### config.mk
export PLATFORM = sky130hd
export DESIGN_NAME = pq_access_arbiter
export DESIGN_NICKNAME = d
export VERILOG_FILES = /design/src/rtl/pq_access_arbiter.sv
export SDC_FILE = /design/constraint.sdc
export NUM_CORES = 1
export LEC_CHECK = 0
export BUFFER_PORTS_ARGS = -buffer_cell sky130_fd_sc_hd__buf_2
export CAP_MARGIN = 25
export CORE_MARGIN = 4
export CORE_UTILIZATION = 48
export CTS_CLUSTER_DIAMETER = 50
export DETAILED_ROUTE_END_ITERATION = 16
export GPL_ROUTABILITY_DRIVEN = 0
export PLACE_DENSITY = 0.8
export REMOVE_ABC_BUFFERS = 1
export SYNTH_ARGS = -nofsm -noshare
export SYNTH_HDL_FRONTEND = slang
export SYNTH_SLANG_ARGS = --single-unit
### constraint.sdc
create_clock -name i_CLK -period 2.75 [get_ports i_CLK]
set_input_delay 0.55 -clock i_CLK [delete_from_list [all_inputs] [get_ports i_CLK]]
set_output_delay 0.55 -clock i_CLK [all_outputs]
set_load 0.005 [all_outputs]
### src/rtl/pq_access_arbiter.sv
// pq_access_arbiter
//
// Shares one priority queue among NUM_REQ requesters. Each accepted request
// becomes a single queue operation: one ISSUE cycle that drives the queue
// strobes, a one-cycle response pulse, then SETTLE_CYCLES idle cycles so the
// queue can finish its internal compare-swap before the next operation.
//
// Handshake: a requester raises i_req_valid with stable op/data and holds them
// until it sees its o_req_ready bit high in the same cycle (valid && ready is
// the accept). o_req_ready is combinational, one-hot, and only ever high in
// IDLE. Responses are an unconditional one-cycle o_rsp_valid pulse (no
// back-pressure).
//
// Ports
//   i_CLK, i_RSTn     clock (rising edge), asynchronous active-low reset
//   i_req_valid       per-requester request valid
//   i_req_op          per-requester op, 2 bits each: 01 enq, 10 deq, 11 replace
//   i_req_data        per-requester data, DATA_WIDTH bits each
//   o_req_ready       one-hot accept strobe
//   o_rsp_valid/id/data/err   response pulse, the cycle after ISSUE
//   o_pq_wrt/read/data        queue strobes and write data (ISSUE only)
//   i_pq_full/empty/data      queue status and current root
//   o_busy            high whenever the FSM is not IDLE
//   o_state           current FSM state (debug visibility)

module pq_access_arbiter #(
    parameter int NUM_REQ       = 4,
    parameter int DATA_WIDTH    = 16,
    parameter int SETTLE_CYCLES = 4,
    localparam int ID_W         = (NUM_REQ > 1) ? $clog2(NUM_REQ) : 1
) (
    input  logic                          i_CLK,
    input  logic                          i_RSTn,
    input  logic [NUM_REQ-1:0]            i_req_valid,
    input  logic [2*NUM_REQ-1:0]          i_req_op,
    input  logic [NUM_REQ*DATA_WIDTH-1:0] i_req_data,
    output logic [NUM_REQ-1:0]            o_req_ready,
    output logic                          o_rsp_valid,
    output logic [ID_W-1:0]               o_rsp_id,
    output logic [DATA_WIDTH-1:0]         o_rsp_data,
    output logic                          o_rsp_err,
    output logic                          o_pq_wrt,
    output logic                          o_pq_read,
    output logic [DATA_WIDTH-1:0]         o_pq_data,
    input  logic                          i_pq_full,
    input  logic                          i_pq_empty,
    input  logic [DATA_WIDTH-1:0]         i_pq_data,
    output logic                          o_busy,
    output logic [1:0]                    o_state
);

    typedef enum logic [1:0] {
        ST_IDLE   = 2'd0,
        ST_ISSUE  = 2'd1,
        ST_SETTLE = 2'd2
    } state_t;

    localparam logic [3:0] SETTLE_LOAD = 4'(SETTLE_CYCLES - 1);

    state_t                  state_q;
    logic [ID_W-1:0]         last_grant_q;
    logic [ID_W-1:0]         id_q;
    logic [1:0]              op_q;
    logic [DATA_WIDTH-1:0]   data_q;
    logic [3:0]              cnt_q;
    logic                    rsp_valid_q;
    logic [ID_W-1:0]         rsp_id_q;
    logic [DATA_WIDTH-1:0]   rsp_data_q;
    logic                    rsp_err_q;

    // Unpacked views of the flat request buses, so the grant mux indexes arrays.
    logic [1:0]            req_op_arr   [NUM_REQ];
    logic [DATA_WIDTH-1:0] req_data_arr [NUM_REQ];

    for (genvar k = 0; k < NUM_REQ; k++) begin : g_unpack
        assign req_op_arr[k]   = i_req_op[2*k +: 2];
        assign req_data_arr[k] = i_req_data[k*DATA_WIDTH +: DATA_WIDTH];
    end

    // Round-robin search starting just after the last granted requester.
    logic                  grant_found;
    logic [ID_W-1:0]       grant_idx;
    logic [ID_W-1:0]       cand;
    logic [NUM_REQ-1:0]    grant_onehot;
    logic [1:0]            grant_op;
    logic [DATA_WIDTH-1:0] grant_data;

    always_comb begin
        grant_found  = 1'b0;
        grant_idx    = '0;
        cand         = '0;
        grant_onehot = '0;
        grant_op     = 2'b00;
        grant_data   = '0;
        for (int off = 1; off <= NUM_REQ; off++) begin
            cand = ID_W'((int'(last_grant_q) + off) % NUM_REQ);
            if (!grant_found && i_req_valid[cand]) begin
                grant_found        = 1'b1;
                grant_idx          = cand;
                grant_onehot[cand] = 1'b1;
                grant_op           = req_op_arr[cand];
                grant_data         = req_data_arr[cand];
            end
        end
    end

    // Ready is forced low while reset is held so the outputs are all zero
    // even if requesters keep their valid bits up through reset.
    assign o_req_ready = (state_q == ST_IDLE && i_RSTn) ? grant_onehot : '0;

    // Legality is judged against the live queue status during ISSUE.
    // A zero enqueue is refused because zero marks an empty queue slot.
    logic op_legal;

    always_comb begin
        op_legal = 1'b0;
        case (op_q)
            2'b01:   op_legal = !i_pq_full && (data_q != '0);
            2'b10:   op_legal = !i_pq_empty;
            2'b11:   op_legal = 1'b1;
            default: op_legal = 1'b0;
        endcase
    end

    logic                  issue_go;
    logic [DATA_WIDTH-1:0] rsp_data_sel;

    assign issue_go = (state_q == ST_ISSUE) && op_legal;

    // op bit 0 maps to the write strobe and bit 1 to the read strobe, which
    // gives enq=wrt, deq=read, replace=both directly from the encoding.
    assign o_pq_wrt  = issue_go && op_q[0];
    assign o_pq_read = issue_go && op_q[1];
    assign o_pq_data = issue_go ? data_q : '0;

    // Dequeue/replace report the root as it was before the queue updates.
    always_comb begin
        rsp_data_sel = '0;
        if (op_legal) begin
            rsp_data_sel = op_q[1] ? i_pq_data : data_q;
        end
    end

    always_ff @(posedge i_CLK or negedge i_RSTn) begin
        if (!i_RSTn) begin
            state_q      <= ST_IDLE;
            last_grant_q <= ID_W'(NUM_REQ - 1);
            id_q         <= '0;
            op_q         <= 2'b00;
            data_q       <= '0;
            cnt_q        <= 4'd0;
            rsp_valid_q  <= 1'b0;
            rsp_id_q     <= '0;
            rsp_data_q   <= '0;
            rsp_err_q    <= 1'b0;
        end else begin
            // Response fields are only non-zero during the one-cycle pulse.
            rsp_valid_q <= 1'b0;
            rsp_id_q    <= '0;
            rsp_data_q  <= '0;
            rsp_err_q   <= 1'b0;
            case (state_q)
                ST_IDLE: begin
                    if (grant_found) begin
                        last_grant_q <= grant_idx;
                        id_q         <= grant_idx;
                        op_q         <= grant_op;
                        data_q       <= grant_data;
                        state_q      <= ST_ISSUE;
                    end
                end
                ST_ISSUE: begin
                    rsp_valid_q <= 1'b1;
                    rsp_id_q    <= id_q;
                    rsp_data_q  <= rsp_data_sel;
                    rsp_err_q   <= !op_legal;
                    if (op_legal) begin
                        cnt_q   <= SETTLE_LOAD;
                        state_q <= ST_SETTLE;
                    end else begin
                        state_q <= ST_IDLE;
                    end
                end
                ST_SETTLE: begin
                    // Counts SETTLE_LOAD down to zero: SETTLE_CYCLES cycles total.
                    if (cnt_q == 4'd0) begin
                        state_q <= ST_IDLE;
                    end else begin
                        cnt_q <= cnt_q - 4'd1;
                    end
                end
                default: state_q <= ST_IDLE;
            endcase
        end
    end

    assign o_rsp_valid = rsp_valid_q;
    assign o_rsp_id    = rsp_id_q;
    assign o_rsp_data  = rsp_data_q;
    assign o_rsp_err   = rsp_err_q;
    assign o_busy      = (state_q != ST_IDLE);
    assign o_state     = state_q;

endmodule

Word-level counts from Yosys, hierarchy flattened. Index checks and enable logic that the tools add are counted.

Div/mod/pow operators: 0. $lt $le $gt $ge: 12. Mux-type cells: 76. Reduce and logical (&&, ||, !) cells: 26. Add/subtract/negate cells: 5. Shifts and indexed selects: 0. Multiply operators: 0. Eq/ne operators: 9. Bitwise operators: 7.

Operator list (number): 2-to-1 mux 16 bit (16); binary-select mux 16 bit (select 2 bit) (4); 2-to-1 mux 2 bit (20); 2-to-1 mux 4 bit (7); binary-select mux 2 bit (select 2 bit) (4); nonzero test 16 bit (1); 2-to-1 mux 1 bit (14); greater-or-equal comparator 3 bit (second input constant) (4); logical AND 1 bit (12); < comparator 2 x 3 -> 1 bit (second input constant) (4); inverter 2 -> 3 bit (4); OR 4 bit (3); binary-select mux 1 bit (select 2 bit) (4); demux 1 bit (select 2 bit) (4); greater-or-equal comparator 2 x 1 -> 1 bit (second input constant) (4); inequality test 2 bit (second input constant) (4); one-hot mux 4 bit (2 select lines) (1); equality test 2 bit (second input constant) (3); zero test 1 bit (6); one-hot mux 2 bit (3 select lines) (1); adder 2 x 1 -> 2 bit (second input constant) (2); adder 2 bit (second input constant) (2); equality test 2 x 1 -> 1 bit (second input constant) (2); zero test 4 bit (1); 6 further kinds (8).

Word-level logic and storage cells: 145. Flip-flop bits (word level): 48. ROM bits: 0. Memories kept: 0. Bits in latches: 0. Bits in writable memories: 0. Bits of input ports: 96. Output and inout port bits: 45.

Longest topological paths before layout. Gate-level depths: netlist (run 1).

Depth after elaboration: 15. Gate-level depth with buffers: 11. Depth with buffers taken out: 7.

Worst setup path after synthesis (run 1). No wires, ideal clock.

Path type: flip-flop to output port. Start point: reg last_grant_q[0]. End point: out o_req_ready[0]. Required time: 2.200 ns. Buffers on the path: 4. Cell stages (with the launch flop): 11. Path slack: 0.046 ns. Data arrival time: 2.154 ns. Path through: dfstp_2 > buf_6 > buf_6 > inv_1 > ha_1 > buf_2 > mux4_2 > nor2b_4 > buf_6 > a21oi_1 > o22ai_1.

Longest elaborated chain between the ends: 14. Elaborated cells between the ends (all ways): 49. Classes of those cells: add/sub: 4; order compare: 8; mux: 24; bitwise: 3; reduce/logical: 10.

RTL lines: start, declared (line 61) `logic [ID_W-1:0] last_grant_q;`; start signal, assigned (line 147) `last_grant_q <= ID_W'(NUM_REQ - 1);`; start signal, assigned (line 165) `last_grant_q <= grant_idx;`; branches (longest 12 deep; another with < comparator 2 x 3 -> 1 bit); 2-to-1 mux 4 bit (*) (line 97) `if (!grant_found && i_req_valid[cand]) begin`; 2-to-1 mux 4 bit (*) (line 109) `assign o_req_ready = (state_q == ST_IDLE && i_RSTn) ? grant_onehot : '0;`; end, declared (line 37) `output logic [NUM_REQ-1:0] o_req_ready,`.

Every way passes the cells marked *. The select of a mux whose other input is x is not followed.

Final worst setup path (run 1).
Start point: reg last_grant_q[1]. End point: out o_req_ready[2].

The elaborated chain is that of the path after synthesis.

==> flow_summary.toml, run 1 <==
[synth]
yosys_warnings = 0
yosysTopAreaCell = "dfrtp_1"
netlist_top_cells_area = "dfrtp_1 24%, mux2i_1 19%, mux4_2 18%"
syn-cell-area_um2 = 4700
synth-adder-area-share = 0.0240
synthXorXnorAreaFrac = 0.00559
synth_compound_area_frac = 0.175
yosys.area_share.simple = 0.0987
synthMuxAreaShare = 0.379
netlist_instances = 444
synth_ff_type = "dfrtp_1"
postSynthAreaPerCell_um2 = 10.6
postSynth.asyncResetShare = 1.00
synth_top_family_by_area = "multiplexers"
ys_seq_elements = 48
synth.distinct_cells = 47
synth_top_area_share = 0.245
ys_seq_area_frac = 0.256
synth_edf_count = 0

[drt]
wl_per_cell_um = 18.5
drtIter0Drc = 266
wirelength_um = 13100
vias = 4347
dr.pass1.iters = 5
drc = 0
vias_per_cell = 6.15
ant_nets = 0

[clock_network]
cts-buffers-inserted = 5
htree_levels = 2
cts.clk_slew.worst_paths_ps = 90
cts_root_buffer = "clkbuf_8"
cts_tree = "done"
clk_path_buf_depth = 2
clk_latency_ps = 310
clock_sink_count = 48

[timing]
fin_ws_ps = -11.4
setup_viol = 2
period_minus_slack_ps = 2760
max_clock_freq_mhz = 362
rsz0062_at_grt = "true"
tns_ps = -15.5
fin_worst_skew_ps = 7.52
tightest_slew_ps = 656
min_period_over_period = 1.00
report.final.slew_viol_count = 0
slew_headroom = 0.551
hold_violations = 0

[job]
cap_violations = 0

[setup_path]
crit_arrival_ps = 2210
r2r-start = "last_grant_q[0]$_DFFE_PN1P_"
end_kind = "output pin"
r2r-end = "data_q[15]$_DFFE_PN0P_"
critPathMaxFanout = 5
startpoint_type = "flop"
crit_type = "flop to output pin"
cp_data_required_time_ps = 2200
r2r_cells = 6
r2r_setup_slack_ps = 200

[global_route]
grt_overflow = 0
antenna_found_initial = 0
grt_pass1_vias = 4318
grt_use_total = 0.226
grt_pass1_wl_um = 20900
grt_start_max_net_pins = 49

[floorplan]
io_pins = 141
die_w_um = 107
core_area_um2 = 9370
rows = 35
dieArea_um2 = 11400
initial_core_util = 0.502
fp.dieH_um = 107

[finish]
finalNetCount = 682
drive_gt1_frac = 0.433
design_area_um2 = 5700
syn_to_final_growth_pct = 21.2
diodes = 0

[placement]
place_area_um2 = 5450
pre_cts_slack_ps = 151
io_buffer_count = 140
post-dp-hpwl_um = 9650

[worst_hold_path]
hp-class = "input pin to async pin"

[power_and_ir_drop]
power_density_nw_per_um2 = 1160
peakVddDrop_uv = 1290
power.leakage_nw = 2.84

[outcome]
failed_checks = "negative setup slack"
outcome = "complete, but fails checks"
per-stage QoR:
| stage | hold slack (ps) | total power, mW | cells | utilization |
|---|---|---|---|---|
| 2_1_floorplan | 254 | 4.70 | 399 | - |
| 5_1_grt | 429 | 7.11 | 707 | 0.608 |
| 3_5_place_dp | 485 | 5.87 | 685 | 0.581 |
| 3_3_place_gp | 473 | 5.69 | 685 | 0.581 |
| 4_1_cts | 395 | 6.48 | 701 | 0.601 |
| 6_report | 380 | 6.61 | 707 | 0.608 |
synth_stat cells, drive strengths merged, types with 9 or more instances:
cell	n
mux2i	90
dfrtp	46
mux4	38
buf	31
a21oi	28
nor2	28
o21ai	27
nand2	23
a221o	18
a22oi	18
and3	18
clkbuf	14
ha	9
sequential cells by signal, indices dropped and copies added (netlist names):
name and cells:
id_q 2, o_rsp_err 1, cnt_q 4, last_grant_q 2, o_rsp_id 2, o_rsp_valid 1, data_q 16, op_q 2
o_rsp_data 16, o_state 2
layout by cell type (no fill, tap or decap), types with 3 or more instances in the layout:
cell type,n
nand2_1,23
buf_2,140
and2_1,4
mux4_2,38
nor2_1,28
o21ai_0,26
mux2i_1,89
clkinvlp_4,3
nor4_1,6
buf_4,28
and3_1,18
a21oi_1,25
ha_1,8
a221o_1,18
a22oi_2,16
clkbuf_8,6
inv_1,6
o22ai_1,4
dfrtp_1,46
layer usage:
layer	vias up	track usage	share of wire	wire (um)
met5	-	0	0	0
met4	0	0.0667	0.019	245
met3	24	0.0283	0.067	879
met1	2121	0.290	0.41	5420
met2	204	0.398	0.50	6550
li1	1998	-	-	-
where the power goes:
part,switching (mW),total (mW),internal (mW)
logic,2.49,4.87,2.38
registers,0.273,1.29,1.02
clock network,0.245,0.449,0.204
worst max-delay path, stage by stage, from the launching register on:
cell and delay (ps):
dfstp_2 590, clkinvlp_4 150, ha_4 340, mux4_2 290
nor2b_4 160, a21oi_1 160, o22ai_1 80, buf_2 130
worst max-delay path by stage:
stage	end	from	slack, ps	cells after the start
6_report	o_req_ready[2]	last_grant_q[1]$_DFFE_PN1P_	-10	7
3_3_place_gp	op_q[1]$_DFFE_PN0P_	last_grant_q[0]$_DFFE_PN1P_	230	8
5_1_grt	o_req_ready[1]	last_grant_q[1]$_DFFE_PN1P_	-70	7
3_5_place_dp	o_req_ready[0]	last_grant_q[0]$_DFFE_PN1P_	150	7
2_1_floorplan	o_req_ready[0]	last_grant_q[0]$_DFFE_PN1P_	-3090	5
4_1_cts	o_req_ready[1]	last_grant_q[0]$_DFFE_PN1P_	-10	7
cell type report:
| cell class | instances | area, um^2 |
|---|---|---|
| fill | 793 | 3670 |
| clock inverter | 2 | 15.0 |
| multi-input combinational | 344 | 3250 |
| inverter | 8 | 33.8 |
| timing repair buffer | 170 | 942 |
| tap | 129 | 161 |
| clock buffer | 6 | 82.6 |
| sequential | 48 | 1210 |
logic make-up (layout without fill, tap and decap cells):
logic type | Yosys count | count (layout)
buf+inv | 53 | 186
mux | 130 | 131
fa+ha+maj | 9 | 9
flops | 48 | 48
compound gates | 108 | 108
simple gates | 93 | 93
xor+xnor | 3 | 3
timing repair:
| item | in CTS | in global routing |
|---|---|---|
| setup buffers | 8 | 5 |
| pin swaps | 1 | 6 |
| hold buffers | 0 | 0 |
| gates cloned | 0 | 1 |
| endpoints found under the setup margin | 4 | 22 |
| gates resized for setup | 8 | 5 |
Power figures use the tool's default switching activity.
==> run 2: changes to the inputs <==
--- a/config.mk
+++ b/config.mk
@@ -5,14 +5,15 @@
 export SDC_FILE = /design/constraint.sdc
 export NUM_CORES = 1
 export LEC_CHECK = 0
+export ABC_AREA = 1
 export BUFFER_PORTS_ARGS = -buffer_cell sky130_fd_sc_hd__buf_2
 export CAP_MARGIN = 25
 export CORE_MARGIN = 4
-export CORE_UTILIZATION = 48
+export CORE_UTILIZATION = 49
 export CTS_CLUSTER_DIAMETER = 50
 export DETAILED_ROUTE_END_ITERATION = 16
 export GPL_ROUTABILITY_DRIVEN = 0
-export PLACE_DENSITY = 0.8
+export PLACE_DENSITY = 0.81
 export REMOVE_ABC_BUFFERS = 1
 export SYNTH_ARGS = -nofsm -noshare
 export SYNTH_HDL_FRONTEND = slang
==> run 2 against run 1 <==
The run now ends clean. Global-route usage increased by 2.8 points. First-iteration DRC count is 42% higher. Non-clock buffer count rose by 1. Cell count is 68% higher. Die area rose by 5.9%. Largest cell class unchanged. Combinational power rose by 33%. Clock skew down 2.9 ps.
==> flow_summary.toml, run 2 <==
[power_and_ir_drop]
p_seq_frac = 0.140
power_switching_mw = 4.62
peakVddDrop_uv = 765
switching_share = 0.566
pwr-share-comb = 0.796
p_int_mw = 3.54
clkPwrFrac = 0.064
power.leakage_nw = 3.76
power_density_nw_per_um2 = 1330

[clock_network]
cts.clk_slew.worst_paths_ps = 90
cts-buffers-inserted = 5
htree_levels = 2
clock_sink_count = 48
clk_path_buf_depth = 2
cts_root_buffer = "clkbuf_8"
cts_tree = "done"
clk_latency_ps = 300

[drt]
dr.pass1.iters = 5
wirelength_um = 15900
ant_nets = 0
vias_per_cell = 5.22
vias = 6200
wl_per_cell_um = 13.4
drc = 0
drtIter0Drc = 379

[global_route]
grt_pass1_vias = 5501
grt_pass1_wl_um = 24900
grt_start_max_net_pins = 68
antenna_found_initial = 0
grt_use_total = 0.254
grt_overflow = 0

[synth]
netlist_instances = 933
ys_seq_elements = 48
synth_ff_type = "dfrtp_1"
synth_edf_count = 0
synth.most_common_cell = "nand2_1"
synth.distinct_cells = 31
postSynthAreaPerCell_um2 = 5.47
ys_seq_area_frac = 0.236
postSynth.asyncResetShare = 1.00
netlist_top_cells_area = "nand2_1 25%, dfrtp_1 23%, nand3_1 12%"
syn-cell-area_um2 = 5100
synth_top_cells_by_count = "334 x nand2_1, 130 x inv_1, 127 x nand3_1"
yosysTopAreaCell = "nand2_1"
synth_top_area_share = 0.246
yosys_warnings = 0

[finish]
nFillCells = 998
drive_gt1_frac = 0.191
multiInputGateArea_um2 = 3150
design_area_um2 = 6120
diodes = 0
layout_commonest_cell = "nand2_1"
fin_cells = 1188
syn_to_final_growth_pct = 20.0
finalNetCount = 1159
seqCellArea_um2 = 1210
final_cell_mix = "334 x nand2_1, 140 x buf_2, 129 x inv_1"

[floorplan]
fp.dieH_um = 110
rows = 36
initial_core_util = 0.513
die_w_um = 110
core_area_um2 = 9950
dieArea_um2 = 12100
io_pins = 141

[timing]
hold_violations = 0
report.final.slew_viol_count = 0
tightest_slew_ps = 611
period_minus_slack_ps = 2670
setup_viol = 0
slew_headroom = 0.592
min_period_over_period = 0.972
fin_ws_ps = 77.4
rsz0062_at_grt = "true"
max_clock_freq_mhz = 374
fin_worst_skew_ps = 4.64

[outcome]
outcome = "finished clean"

[placement]
place_area_um2 = 5870
pre_cts_slack_ps = 230
io_buffer_count = 140
post-dp-hpwl_um = 11400
dp.cells = 1171

[setup_path]
crit_type = "flop to output pin"
r2r-start = "last_grant_q[0]$_DFFE_PN1P_"
cp_data_required_time_ps = 2200
end_kind = "output pin"
r2r-end = "id_q[0]$_DFFE_PN0P_"
crit_arrival_ps = 2120
critPathMaxFanout = 8
r2r_cells = 14
crit_start = "last_grant_q[0]$_DFFE_PN1P_"
startpoint_type = "flop"
r2r_setup_slack_ps = 170

[worst_hold_path]
hp-class = "input pin to async pin"

[job]
cap_violations = 0
## run 2: cell types whose count changed after synthesis, moves of 38 or more
cell | before | now
nand3_1 | 0 | 127
nand2_1 | 23 | 334
o21ai_0 | 27 | 81
nor2_1 | 28 | 80
mux4_2 | 38 | 0
inv_1 | 8 | 130
mux2i_1 | 89 | 0
## run 2: power groups by stage
| stage | registers [mW] | logic [mW] | clock network [mW] |
|---|---|---|---|
| 2_1_floorplan | 1.36 | 3.95 | 0 |
| 3_3_place_gp | 1.14 | 5.92 | 0 |
| 3_5_place_dp | 1.15 | 6.02 | 0 |
| 4_1_cts | 1.14 | 6.13 | 0.524 |
| 5_1_grt | 1.17 | 7.30 | 0.557 |
| 6_report | 1.14 | 6.49 | 0.520 |
## run 2: cell type report
cell class | count | share of cell area
multi-input cells | 694 | 0.514
flip-flops and latches | 48 | 0.197
repair buffers | 171 | 0.160
inverters | 134 | 0.0834
well taps | 133 | 0.0272
clock buffers | 5 | 0.0112
clock inverters | 3 | 0.00756
## run 2: cell families (layout without fill, tap and decap cells)
group                    after synthesis  in the layout  synth area share
AND/OR/NAND/NOR                      564            565             0.461
buffers and inverters                192            313             0.158
AO/OA/AOI/OAI                        118            118             0.119
flip-flops                            48             48             0.236
adder cells (fa/ha/maj)                9              9            0.0221
XOR/XNOR                               2              2           0.00343
## run 2: worst max-delay path by stage
stage	end	slack (ps)	depth (start not counted)
after floorplan	o_req_ready[0]	-2460	10
after global placement	o_req_ready[1]	270	11
after detailed placement	o_req_ready[3]	230	11
after CTS	o_req_ready[3]	10	10
after global routing	o_req_ready[0]	-60	10
final	o_req_ready[0]	80	10
## run 2: repair_timing
action | in CTS | in global routing
gates cloned | 1 | 0
buffers inserted | 2 | 6
hold buffers | 0 | 0
pin swaps | 2 | 6
resized for setup | 3 | 16
endpoints found under the setup margin | 4 | 4
## run 2: per-stage QoR
step,total power [mW],setup TNS (ps),hold slack [ps],utilization
after floorplan,5.31,-60800,254,-
after global placement,7.07,0,462,0.590
after detailed placement,7.16,0,466,0.590
after CTS,7.79,0,378,0.605
after global routing,9.03,-129,413,0.615
final,8.16,0,356,0.615
## run 2: routing by layer
metal  wire, um  up-vias  global-route usage
li1           -     3132                   -
met1       6620     2752               0.330
met2       7720      275               0.441
met3       1240       41              0.0338
met4        369        0              0.0686
met5          0        -                   0
## run 2: critical path, cell delays in order, from the launching register on
cell and delay, ps:
dfstp_4 680, inv_6 60, ha_4 300, nand3_2 150, nand2_8 140, nand2_1 60
a21boi_2 160, nand3_1 80, nand2_1 50, inv_1 50, buf_2 100
==> run 3: changes to the inputs <==
==> constraint.sdc (replaced) <==
create_clock -name i_CLK -period 2.75 [get_ports i_CLK]
set_input_delay 0.55 -clock i_CLK [delete_from_list [all_inputs] [get_ports i_CLK]]
set_output_delay 0.55 -clock i_CLK [all_outputs]
set_load 0.01 [all_outputs]
==> run 3 against run 2 <==
Power is 2.1% higher. Fmax fell by 2.3%. Flip-flop and latch count did not move. Core utilization rose by 0.23 points. Global-route usage grew 0.39 points. Clock skew up 1.3 ps. Largest power group unchanged. Count of clock-buffer cells in the layout did not move. Clock power rose by 36%. Sequential power about the same. Non-clock buffer count is 7 lower. Critical path depth up 1.
==> flow_summary.toml, run 3 (synthesis gave the netlist of run 2 again) <==
[global_route]
grt_pass1_wl_um = 25200
grt_overflow = 0
grt_pass1_vias = 5458
antenna_found_initial = 0
grt_start_max_net_pins = 68
grt_use_total = 0.257

[power_and_ir_drop]
power_density_nw_per_um2 = 1350
power.leakage_nw = 3.76
finalPower_mw = 8.33
peakVddDrop_uv = 830

[clock_network]
cts.clk_slew.worst_paths_ps = 90
cts-buffers-inserted = 5
cts_root_buffer = "clkbuf_8"
clk_latency_ps = 310
cts_tree = "done"
postCtsHoldBufs = 0
htree_levels = 2
clock_sink_count = 48
clk_path_buf_depth = 2

[finish]
multiInputGateArea_um2 = 3170
drive_gt1_frac = 0.190
finalNetCount = 1153
nFillCells = 1007
final_cell_mix = "333 x nand2_1, 140 x buf_2, 128 x inv_1"
seqCellArea_um2 = 1210
layout_commonest_cell = "nand2_1"
fin_cells = 1182
syn_to_final_growth_pct = 20.4
design_area_um2 = 6150
final_core_util = 0.618
diodes = 0

[setup_path]
critPathMaxFanout = 7
crit_top_cell = "nand2_4"
startpoint_type = "flop"
cp_slowest_cell = "dfstp_4"
end_kind = "output pin"
cp_data_required_time_ps = 2200
cpLargestDelayFamily = "flip-flops"
cp_num_buf_inv = 4
crit_arrival_ps = 2190
cpPeakStageDelay_ps = 680
crit_path_cell_trace = "inv_6 -> ha_4 -> inv_4 -> nand2_4 -> nand2_4 -> nor2_4 -> nand4_1 -> nand3_1 -> nand2_1 -> inv_1 -> buf_2"
crit_type = "flop to output pin"

[drt]
ant_nets = 0
vias_per_cell = 5.17
vias = 6107
dr.pass1.iters = 6
drtIter0Drc = 516
wirelength_um = 16000
wl_per_cell_um = 13.6
drc = 0

[timing]
tightest_slew_ps = 604
hold_violations = 0
whs_ps = 355
report.final.slew_viol_count = 0
min_period_over_period = 0.995
rsz0062_at_grt = "true"
slew_headroom = 0.597
setup_viol = 0
period_minus_slack_ps = 2740
tns_ps = 0
fin_worst_skew_ps = 5.99
max_clock_freq_mhz = 365
fin_ws_ps = 13.3

[placement]
io_buffer_count = 140
place_area_um2 = 5860
post-dp-hpwl_um = 11200
dp.cells = 1170
pre_cts_slack_ps = 216

[floorplan]
dieArea_um2 = 12100
io_pins = 141
die_w_um = 110
core_area_um2 = 9950
fp.dieH_um = 110
rows = 36
initial_core_util = 0.513

[worst_hold_path]
hp-class = "input pin to async pin"

[outcome]
outcome = "finished clean"

[job]
cap_violations = 0
==> run 3: power breakdown <==
group	internal (mW)	switching (mW)
combinational	2.20	4.29
clock	0.455	0.251
sequential	0.997	0.141
total	3.65	4.68
==> run 3: layout make-up <==
class                           instances  share of cell area
Clock buffer                            5              0.0112
Inverter                              134              0.0835
Clock inverter                          3              0.0147
Tap cell                              133              0.0271
Multi-Input combinational cell        695               0.516
Timing Repair Buffer                  164               0.151
Sequential cell                        48               0.196
==> run 3: final timing paths <==
check / startpoint / end / slack (ps) / cells after the start
min in group i_CLK: data_q[2]$_DFFE_PN0P_ / data_q[2]$_DFFE_PN0P_ / 480 / 2
worst min register to register: data_q[2]$_DFFE_PN0P_ / data_q[2]$_DFFE_PN0P_ / 480 / 2
worst max-delay path: last_grant_q[0]$_DFFE_PN1P_ / o_req_ready[2] / 10 / 11
worst max register to register: last_grant_q[0]$_DFFE_PN1P_ / id_q[0]$_DFFE_PN0P_ / 590 / 12
max in group asynchronous: i_RSTn / o_rsp_data[15]$_DFF_PN0_ / 1980 / 2
worst min-delay path: i_RSTn / o_rsp_data[9]$_DFF_PN0_ / 360 / 2
==> run 3: timing repair <==
action	in CTS	in global routing
pin swaps	3	7
gates cloned	1	1
resized for setup	3	22
buffers inserted	0	2
endpoints found under the hold margin	0	0
endpoints found under the setup margin	4	4
==> run 3: routing by layer <==
metal	up-vias	share of wire	global-route usage
li1	3126	-	-
met1	2677	0.41	0.345
met2	267	0.49	0.441
met3	37	0.080	0.0315
met4	0	0.022	0.0623
met5	-	0	0
